`src/rtl/sbox_share_driver.sv`:
```
// Share-splitting front end for a masked 4-bit sbox: masks each accepted nibble with PRNG output,
// tracks results through the sbox latency, recombines them into a credit-controlled output FIFO.
module sbox_share_driver #(
  parameter int unsigned FIFO_DEPTH = 4,
  parameter int unsigned SBOX_LAT   = 2
) (
  input  logic        clk,
  input  logic        rst,
  input  logic        in_valid_i,
  output logic        in_ready_o,
  input  logic [3:0]  in_data_i,
  output logic        out_valid_o,
  input  logic        out_ready_i,
  output logic [3:0]  out_data_o,
  input  logic        seed_load_i,
  input  logic [63:0] seed_fresh_i,
  input  logic [15:0] seed_mask_i,
  output logic [3:0]  x_s0_o,
  output logic [3:0]  x_s1_o,
  output logic [63:0] fresh_o,
  input  logic [3:0]  y_s0_i,
  input  logic [3:0]  y_s1_i
);

  localparam int unsigned PtrW  = $clog2(FIFO_DEPTH);
  localparam int unsigned CntW  = PtrW + 1;
  localparam int unsigned PipeW = SBOX_LAT + 1;

  localparam logic [63:0] FreshRst = 64'h0123_4567_89AB_CDEF;
  localparam logic [15:0] MaskRst  = 16'hACE1;

  logic [63:0]      fresh_q, fresh_d;
  logic [15:0]      mask_q, mask_d;
  logic [3:0]       x_s0_q, x_s0_d, x_s1_q, x_s1_d;
  logic [PipeW-1:0] pipe_q, pipe_d;
  logic [PtrW-1:0]  wptr_q, wptr_d, rptr_q, rptr_d;
  logic [CntW-1:0]  count_q, count_d;
  logic [3:0]       mem_q [FIFO_DEPTH];

  logic             accept, push, pop;
  int unsigned      in_flight;

  // Results still inside the sbox already hold a FIFO slot, so the sbox never needs to stall.
  always_comb begin
    in_flight = 0;
    for (int i = 0; i < PipeW; i++) in_flight += 32'(pipe_q[i]);
  end

  assign in_ready_o  = (in_flight + 32'(count_q)) < FIFO_DEPTH;
  assign accept      = in_valid_i & in_ready_o;
  assign push        = pipe_q[PipeW-1];
  assign out_valid_o = (count_q != '0);
  assign pop         = out_valid_o & out_ready_i;
  assign out_data_o  = mem_q[rptr_q];
  assign x_s0_o      = x_s0_q;
  assign x_s1_o      = x_s1_q;
  assign fresh_o     = fresh_q;

  always_comb begin
    fresh_d = {fresh_q[62:0], fresh_q[63] ^ fresh_q[62] ^ fresh_q[60] ^ fresh_q[59]};
    mask_d  = mask_q;
    if (accept) mask_d = {mask_q[14:0], mask_q[15] ^ mask_q[14] ^ mask_q[12] ^ mask_q[3]};
    // Mask for a coincident accept was taken from the pre-load state above.
    if (seed_load_i) begin
      fresh_d = (seed_fresh_i == '0) ? FreshRst : seed_fresh_i;
      mask_d  = (seed_mask_i == '0) ? MaskRst : seed_mask_i;
    end
  end

  always_comb begin
    x_s0_d = x_s0_q;
    x_s1_d = x_s1_q;
    if (accept) begin
      x_s1_d = mask_q[3:0];
      x_s0_d = in_data_i ^ mask_q[3:0];
    end
    if (PipeW > 1) pipe_d = {pipe_q[PipeW-2:0], accept};
    else           pipe_d = accept;
  end

  always_comb begin
    wptr_d  = push ? wptr_q + PtrW'(1) : wptr_q;
    rptr_d  = pop ? rptr_q + PtrW'(1) : rptr_q;
    count_d = count_q;
    unique case ({push, pop})
      2'b10:   count_d = count_q + CntW'(1);
      2'b01:   count_d = count_q - CntW'(1);
      default: count_d = count_q;
    endcase
  end

  always_ff @(posedge clk or posedge rst) begin
    if (rst) begin
      fresh_q <= FreshRst;
      mask_q  <= MaskRst;
      x_s0_q  <= '0;
      x_s1_q  <= '0;
      pipe_q  <= '0;
      wptr_q  <= '0;
      rptr_q  <= '0;
      count_q <= '0;
    end else begin
      fresh_q <= fresh_d;
      mask_q  <= mask_d;
      x_s0_q  <= x_s0_d;
      x_s1_q  <= x_s1_d;
      pipe_q  <= pipe_d;
      wptr_q  <= wptr_d;
      rptr_q  <= rptr_d;
      count_q <= count_d;
    end
  end

  // The only place the shares are ever recombined.
  always_ff @(posedge clk) begin
    if (push) mem_q[wptr_q] <= y_s0_i ^ y_s1_i;
  end

endmodule

```
`config.mk`:
```
export PLATFORM = sky130hd
export DESIGN_NAME = sbox_share_driver
export DESIGN_NICKNAME = d
export VERILOG_FILES = /design/src/rtl/sbox_share_driver.sv
export SDC_FILE = /design/constraint.sdc
export NUM_CORES = 1
export LEC_CHECK = 0
export ABC_AREA = 1
export BUFFER_PORTS_ARGS = -buffer_cell sky130_fd_sc_hd__buf_2
export CAP_MARGIN = 20
export CORE_ASPECT_RATIO = 0.6
export CORE_MARGIN = 2
export CORE_UTILIZATION = 54
export DETAILED_ROUTE_END_ITERATION = 10
export GPL_TIMING_DRIVEN = 0
export PLACE_DENSITY_LB_ADDON = 0.15
export SLEW_MARGIN = 30
export SYNTH_ARGS = -nofsm -noshare
export SYNTH_HDL_FRONTEND = slang
export SYNTH_SLANG_ARGS = --single-unit
```
`constraint.sdc`:
```
create_clock -name clk -period 5.8 [get_ports clk]
set_input_delay 1.74 -clock clk [delete_from_list [all_inputs] [get_ports clk]]
set_output_delay 1.74 -clock clk [all_outputs]
set_load 0.05 [all_outputs]
```
# Word level (Yosys, flattened, before mapping)
# Memory sizes are Yosys's and may differ from the RTL's.
# Index checks and enable logic that the tools add are counted.
[totals]
ff_bits = 98
ram_bits = 16
in_bits = 97
output_inout_bits = 78
n_memories = 1
[op_classes]
addsub = 7
order_cmp = 1
n_eq_ne = 2
mux = 8
bitwise = 10
n_reduce_logical = 5
[mem_list]
columns = ["memory", "words", "word_bits", "rd", "rd_ports_with_merged_regs", "wr", "line", "source"]
rows = [
  ["mem_q", 4, 4, 1, 0, 1, "38", "logic [3:0] mem_q [FIFO_DEPTH];"],
]
[ops]
columns = ["operator", "n"]
rows = [
  ["$mux W64", 2],
  ["$logic_not A64 Y1", 1],
  ["$mux W16", 3],
  ["$logic_not A16 Y1", 1],
  ["$xor A4 B4 Y4", 2],
  ["$pmux W3 S2", 1],
  ["$xor A1 B1 Y1", 6],
  ["$add A2 B1 Y2 const B", 2],
  ["$add A3 B3 Y4", 1],
  ["$lt A4 B3 Y1 const B", 1],
  ["$reduce_bool A2 Y1", 2],
  ["$add A2 B1 Y3", 1],
  ["$add A3 B1 Y3 const B", 1],
  ["$reduce_bool A3 Y1", 1],
  ["$sub A3 B1 Y3 const B", 1],
  ["$add A1 B1 Y2", 1],
  ["$and A1 B1 Y1", 2],
  ["$eq A2 B1 Y1 const B", 1],
  ["$eq A2 B2 Y1 const B", 1],
  ["$mux W1", 2],
]

# Logic depth before layout (Yosys ltp)
# Gate-level depths: netlist of run 1.
[logic_depth]
depth_word = 7
ltp_mapped = 9
ltp_nobuf = 9

# Least setup slack after synthesis of run 1
# Ideal clock, no wire load.
[synth_timing]
path_type = "flip-flop to output port"
startpoint = "register pipe_q[0]"
endpoint = "output port in_ready_o"
arrival_time_ns = 1.512
required_ns = 4.060
setup_slack_ns = 2.548
path_stages_with_launch = 6
path_buffers = 0
path_cell_list = "dfrtp_1 -> fa_1 -> ha_1 -> nand3_2 -> nand2_1 -> inv_1"
[synth_between]
elab_chain_cells = 4
[synth_lines]
columns = ["item", "line", "source"]
rows = [
  ["from (decl)", "35", "logic [PipeW-1:0] pipe_q, pipe_d;"],
  ["from (signal assigned)", "107", "pipe_q <= pipe_d;"],
  ["$add A1 B1 Y2", "46", "for (int i = 0; i < PipeW; i++) in_flight += 32'(pipe_q[i]);"],
  ["$add A2 B1 Y3", "46", ""],
  ["$add A3 B3 Y4", "49", "assign in_ready_o = (in_flight + 32'(count_q)) < FIFO_DEPTH;"],
  ["$lt A4 B3 Y1", "49", ""],
  ["to (decl)", "10", "output logic in_ready_o,"],
]
# No other way between the ends.

# Worst setup path after layout of run 1
# Ends and elaborated chain as after synthesis.

==> results of run 1 <==
[registers in the layout (all words and copies together), names as in the netlist]
name	cells
x_s0_o	4
rptr_q	2
count_q	3
fresh_o	64
mask_q	16
pipe_q	3
wptr_q	2
mem_q	16
x_s1_o	4
[through the flow]
stage / power, mW / instances
floorplan: 1.789 / 586
global placement: 2.014 / 890
detailed placement: 2.050 / 891
CTS: 3.143 / 923
global route: 3.292 / 923
finish: 3.131 / 923
[worst max-delay path by stage]
stage | from | end | slack [ns]
after floorplan | rst | count_q[0] | 1.56
after global placement | rst | fresh_o[28] | 0.44
after detailed placement | out_ready_i | count_q[2] | 2.52
after CTS | pipe_q[0] | in_ready_o | 2.08
after global routing | pipe_q[0] | in_ready_o | 2.00
final | pipe_q[0] | in_ready_o | 2.10
[cell type report]
type / count / share of cell area (%)
Multi-Input combinational cell: 416 / 27.81
Clock inverter: 11 / 2.205
Buffer: 25 / 1.985
Tap cell: 130 / 2.389
Clock buffer: 21 / 6.929
Sequential cell: 114 / 43.82
Inverter: 31 / 1.783
Timing Repair Buffer: 175 / 13.09
[worst reg2reg max path, cell delays in order (launching register included)]
cell     delay [ns]
dfrtp_1        0.40
inv_1          0.10
nand3_1        0.09
and2_1         0.22
ha_1           0.17
inv_1          0.07
fa_1           0.39
a21oi_1        0.17
o21ai_0        0.14
xor2_1         0.16
[cell families after synthesis]
kind of cell	after synthesis
AOI/OAI and AO/OA	74
xor gates and xnor gates	17
adders and majority gates	8
buffers and inverters	56
DFF	114
and+or+nand+nor	317
[per-layer routing]
metal	global-route usage, %	vias up	share of wire, %
met5	0	-	0
met4	8.280	0	1.7
met3	7.373	27	8.4
met2	43.72	212	44
met1	41.32	2198	45
li1	-	2242	-
[report_power, final]
part | internal [mW] | leakage [nW] | switching [mW]
Clock | 0.715 | 0.299 | 0.372
Combinational | 0.258 | 1.85 | 0.697
Sequential | 0.994 | 1.27 | 0.0952
Total | 1.97 | 3.41 | 1.16
[cells in the final DEF, fill, tap and decap left out, types with 3 or more instances in the layout]
master / count
buf_2: 180
nand2_1: 176
nor2_1: 121
dfrtp_1: 58
dfstp_2: 40
a21oi_1: 36
inv_1: 27
o21ai_0: 25
clkbuf_16: 18
edfxtp_1: 16
clkbuf_1: 14
nand3_1: 12
xor2_1: 10
xnor2_1: 7
ha_1: 6
buf_6: 4
o211ai_1: 4
o22ai_1: 4
a22oi_1: 3
inv_6: 3
bufinv_16: 3
==> flow_summary.json, run 1 <==
{
  "status": "completed",
  "start_util_pct": 55.80,
  "post-place-ws_ns": 2.518,
  "arrival_ns": 1.96,
  "setup-violations-final": 0,
  "nNetsFinal": 885,
  "syn-instance-count": 586,
  "multi_input_area_um2": 1893,
  "io_pins": 175,
  "fmax_mhz": 269.9,
  "clockBufferDepth": 2,
  "grt.total_usage_pct": 28.84,
  "vdd_ir_drop_max_v": 0.0002950,
  "wl_per_cell_um": 15.34,
  "ff2ff_setup_slack_ns": 3.76,
  "synthMuxAreaShare_pct": 0,
  "slew_violations": 0,
  "synth_nets": 691,
  "regToRegEndpoint": "count_q[2]",
  "rows": 27,
  "fillCellCount": 716,
  "worstHoldStart": "pipe_q[0]",
  "yosysTopAreaCellShare_pct": 28.31,
  "first_iter_violations": 378,
  "synthTopCellsByCount": "176 x nand2_1, 121 x nor2_1, 58 x dfrtp_1, 40 x dfstp_2, 36 x a21oi_1",
  "hp-class": "flip-flop to flip-flop",
  "cts_setup_buffers": 0,
  "crit_family": "adder cells",
  "cp_slowest_cell": "fa_1",
  "drc": 0,
  "placed_cell_area_um2": 6186,
  "yosys.area.top_type": "dfrtp_1",
  "path_max_fanout": 2,
  "synth_cell_types": 30,
  "synth-xor-area-share_pct": 2.904,
  "postLayoutCoreUtil_pct": 74.09,
  "worstPathCellList": "fa_1 -> ha_1 -> nand3_2 -> nand2_1 -> inv_1 -> buf_2",
  "synth_warnings": 0,
  "min_path_cells": 0,
  "yosys.area_share.adder_pct": 2.245,
  "slowest_delay_ns": 0.43,
  "place.gp.congestion": 0.8615,
  "end_kind": "output port",
  "cts_sinks": 114,
  "antenna_found_initial": 0,
  "regArea_um2": 2983,
  "finalInstanceArea_um2": 6808,
  "n_antenna_cell": 0,
  "viasPerCell": 5.069,
  "yosys.area_share.simple_pct": 24.01,
  "cts_buffers": 17,
  "p_per_area_nw_per_um2": 459.9,
  "grt_pass1_wl_mm": 22.70,
  "setup_tns_ns": 0,
  "drtPass1Iterations": 4,
  "ys.flop_type": "dfrtp_1",
  "num_vias": 4679,
  "hpwl_mm": 10.25,
  "drive_gt1_share_pct": 33.42,
  "post_cts_resized": 0,
  "synth-compound-area-share_pct": 7.760,
  "synthesis.area_um2": 5127,
  "fin_crit_sh_pct": 63.87,
  "grt_pass1_vias": 4651,
  "wirelength_mm": 14.16,
  "dieArea_um2": 10320,
  "path_class": "flip-flop to output port",
  "port-buffer-count": 174,
  "fin_ws_ns": 2.095,
  "path_buf_inv": 2,
  "drv_cap": 0,
  "fp.coreArea_um2": 9189,
  "synth_seq_cells": 114,
  "synth_top_family_by_area": "simple AND/OR/NAND/NOR gates",
  "cts_tree": "done",
  "synthTopCellsByArea": "dfrtp_1 28%, dfstp_2 20%, nand2_1 13%",
  "holdBufCountCts": 0,
  "fp.dieH_um": 79.48,
  "ctsHtreeMaxLevel": 4,
  "regToRegStartpoint": "count_q[0]",
  "clockRootBuffer": "clkbuf_16",
  "p_leak_nw": 3.414,
  "worstHoldEndpoint": "pipe_q[1]",
  "synth_edf_count": 16,
  "path_depth": 6,
  "synth-seq-area-share_pct": 58.17,
  "worstPathRequired_ns": 4.06,
  "fin_crit_ns": 3.705,
  "grt_overflow": 0,
  "reg2reg_depth": 9,
  "hold_viol": 0,
  "grt_start_max_net_pins": 61,
  "die-width_um": 129.8,
  "fin_skew_ns": 0.007462,
  "synth.most_common_cell": "nand2_1",
  "clock_latency_ns": 0.40,
  "antenna_left": 0,
  "async_flop_share_pct": 85.96,
  "clk_pin_slew_ns": 0.05,
  "worstMarginPinSlew_ns": 0.5823,
  "max_slew_margin_pct": 61.18,
  "start_kind": "flip-flop",
  "rsz0062_at_grt": "false",
  "avgSynthCellArea_um2": 8.750,
  "syn2layout_area_growth_pct": 32.77,
  "fin_hold_ws_ns": 0.4244
}
(Power assumes the default switching activity.)
==> run 2: changes to the inputs <==
Settings changed: CORE_UTILIZATION 54 to 50.
Clock period 5.8 ns to 3.6 ns, I/O delays scaled along.
==> run 2 against run 1 <==
Compared with the run above:
- cell area rose by 0.92%
- flip-flop and latch count unchanged
- critical endpoint unchanged
- sequential share of layout area down 0.40 points
- register-to-register slack got worse by 2.2 ns
- setup slack got worse by 1.6 ns
- core utilization down 4.8 points
- critical path depth unchanged
- global-route usage shrank 2.9 points
- cell count increased by 0.54%
==> flow_summary.json, run 2 (synthesized netlist as in run 1, its figures left out) <==
{
  "place.gp.congestion": 0.8184,
  "io_pins": 175,
  "fin_hold_ws_ns": 0.4227,
  "grt_start_max_net_pins": 63,
  "drc": 0,
  "worstPathRequired_ns": 2.52,
  "syn2layout_area_growth_pct": 33.99,
  "viasPerCell": 5.018,
  "final_common_cell": "buf_2",
  "grt_pass1_vias": 4271,
  "internal_power_mw": 3.310,
  "min_path_cells": 0,
  "max_slew_margin_pct": 63.63,
  "setup_tns_ns": 0,
  "final_cell_mix": "180 x buf_2, 176 x nand2_1, 121 x nor2_1",
  "path_class": "flip-flop to output port",
  "switchingPower_mw": 1.882,
  "p_leak_nw": 3.444,
  "clkPwrFrac_pct": 36.6,
  "p_per_area_nw_per_um2": 755.7,
  "wl_per_cell_um": 15.21,
  "swShare_pct": 36.26,
  "die-width_um": 134.7,
  "cts_tree": "done",
  "start_kind": "flip-flop",
  "grt_overflow": 0,
  "cts_sinks": 114,
  "placed_cells": 896,
  "p_seq_share_pct": 33.7,
  "p_comb_share_pct": 29.7,
  "vdd_ir_drop_max_v": 0.0005229,
  "drv_cap": 0,
  "rsz0062_at_grt": "false",
  "clk_pin_slew_ns": 0.06,
  "cts_setup_buffers": 0,
  "dieArea_um2": 11110,
  "hpwl_mm": 10.22,
  "fmax_mhz": 324.7,
  "fp.coreArea_um2": 9915,
  "antenna_left": 0,
  "clockRootBuffer": "clkbuf_16",
  "status": "completed",
  "hp-class": "flip-flop to flip-flop",
  "path_max_fanout": 2,
  "clockBufferDepth": 2,
  "post-place-ws_ns": 0.9483,
  "clock_latency_ns": 0.41,
  "rows": 28,
  "cts_buffers": 17,
  "stdcell_count": 928,
  "fin_crit_ns": 3.079,
  "fin_skew_ns": 0.006029,
  "reg2reg_depth": 7,
  "hold_viol": 0,
  "first_iter_violations": 286,
  "ff2ff_setup_slack_ns": 1.57,
  "worstPathCellList": "fa_1 -> ha_1 -> nand3_2 -> nand2_1 -> inv_1 -> buf_2",
  "start_util_pct": 51.72,
  "wirelength_mm": 14.12,
  "drive_gt1_share_pct": 33.54,
  "worstHoldEndpoint": "pipe_q[1]",
  "grt_pass1_wl_mm": 21.63,
  "holdBufCountCts": 0,
  "regToRegStartpoint": "pipe_q[0]",
  "arrival_ns": 2.00,
  "largest_reg_flops": 64,
  "post_cts_resized": 0,
  "end_kind": "output port",
  "worstMarginPinSlew_ns": 0.5456,
  "num_vias": 4657,
  "n_antenna_cell": 0,
  "drtPass1Iterations": 5,
  "setup-violations-final": 0,
  "slew_violations": 0,
  "fin_ws_ns": 0.5207,
  "antenna_found_initial": 0,
  "worstHoldStart": "pipe_q[0]",
  "fin_crit_sh_pct": 85.54,
  "regToRegEndpoint": "mask_q[4]",
  "nNetsFinal": 885,
  "grt.total_usage_pct": 25.96,
  "ctsHtreeMaxLevel": 4,
  "fp.dieH_um": 82.44,
  "cp_slowest_cell": "fa_1",
  "slowest_delay_ns": 0.43,
  "port-buffer-count": 174
}
[run 2: cell types whose count changed in the layout (fill, tap and decap cells not counted), sizes merged]
cell / before / now
inv: 32 / 31
clkinv: 5 / 6
clkbuf: 33 / 32
bufinv: 3 / 5
clkinvlp: 2 / 1
[run 2: layer usage]
layer  vias to the layer above  wire length [µm]  GRT usage (%)
met2                       210              6287          38.12
met5                         -                 0              0
met1                      2184              6539          37.85
met3                        10              1184          5.739
li1                       2253                 -              -
met4                         0               105          9.895
[run 2: stage by stage]
step / utilization, % / area [µm²] / power (mW)
3_5_place_dp: 62.53 / 6200 / 3.302
2_1_floorplan: - / 5127 / 2.882
6_report: 69.30 / 6870 / 5.192
5_1_grt: 69.30 / 6870 / 5.433
3_3_place_gp: 62.20 / 6167 / 3.243
4_1_cts: 69.30 / 6870 / 5.213
[run 2: how the worst max path moves through the flow]
stage / to / startpoint / slack (ns) / cells after the start
CTS: in_ready_o / pipe_q[0] / 0.50 / 6
global placement: fresh_o[9] / rst / -1.14 / 2
floorplan: count_q[0] / rst / 0.02 / 1
finish: in_ready_o / pipe_q[0] / 0.52 / 6
detailed placement: in_ready_o / pipe_q[0] / 0.95 / 6
global route: in_ready_o / pipe_q[0] / 0.45 / 6
[run 2: final cells by class]
type | instances | area [µm²]
Fill cell | 788 | 3044
Sequential cell | 114 | 2983
Multi-Input combinational cell | 416 | 1893
Timing Repair Buffer | 175 | 898.4
Clock buffer | 20 | 467.9
Clock inverter | 12 | 202.7
Tap cell | 135 | 168.9
Buffer | 25 | 135.1
Inverter | 31 | 121.4
[run 2: power by group through the flow]
stage	clock network [mW]	registers (mW)	logic, mW
after floorplan	0	2.13	0.757
after global placement	0	1.75	1.49
after detailed placement	0	1.76	1.54
after CTS	1.92	1.75	1.55
after global routing	1.98	1.78	1.68
final	1.90	1.75	1.54
[run 2: critical path: cells and delay by family, from the launching register on]
family                     cells  cell delay (ns)
and+or+nand+nor                2             0.15
adders and majority gates      2             0.73
DFF                            1             0.40
buffers and inverters          2             0.30
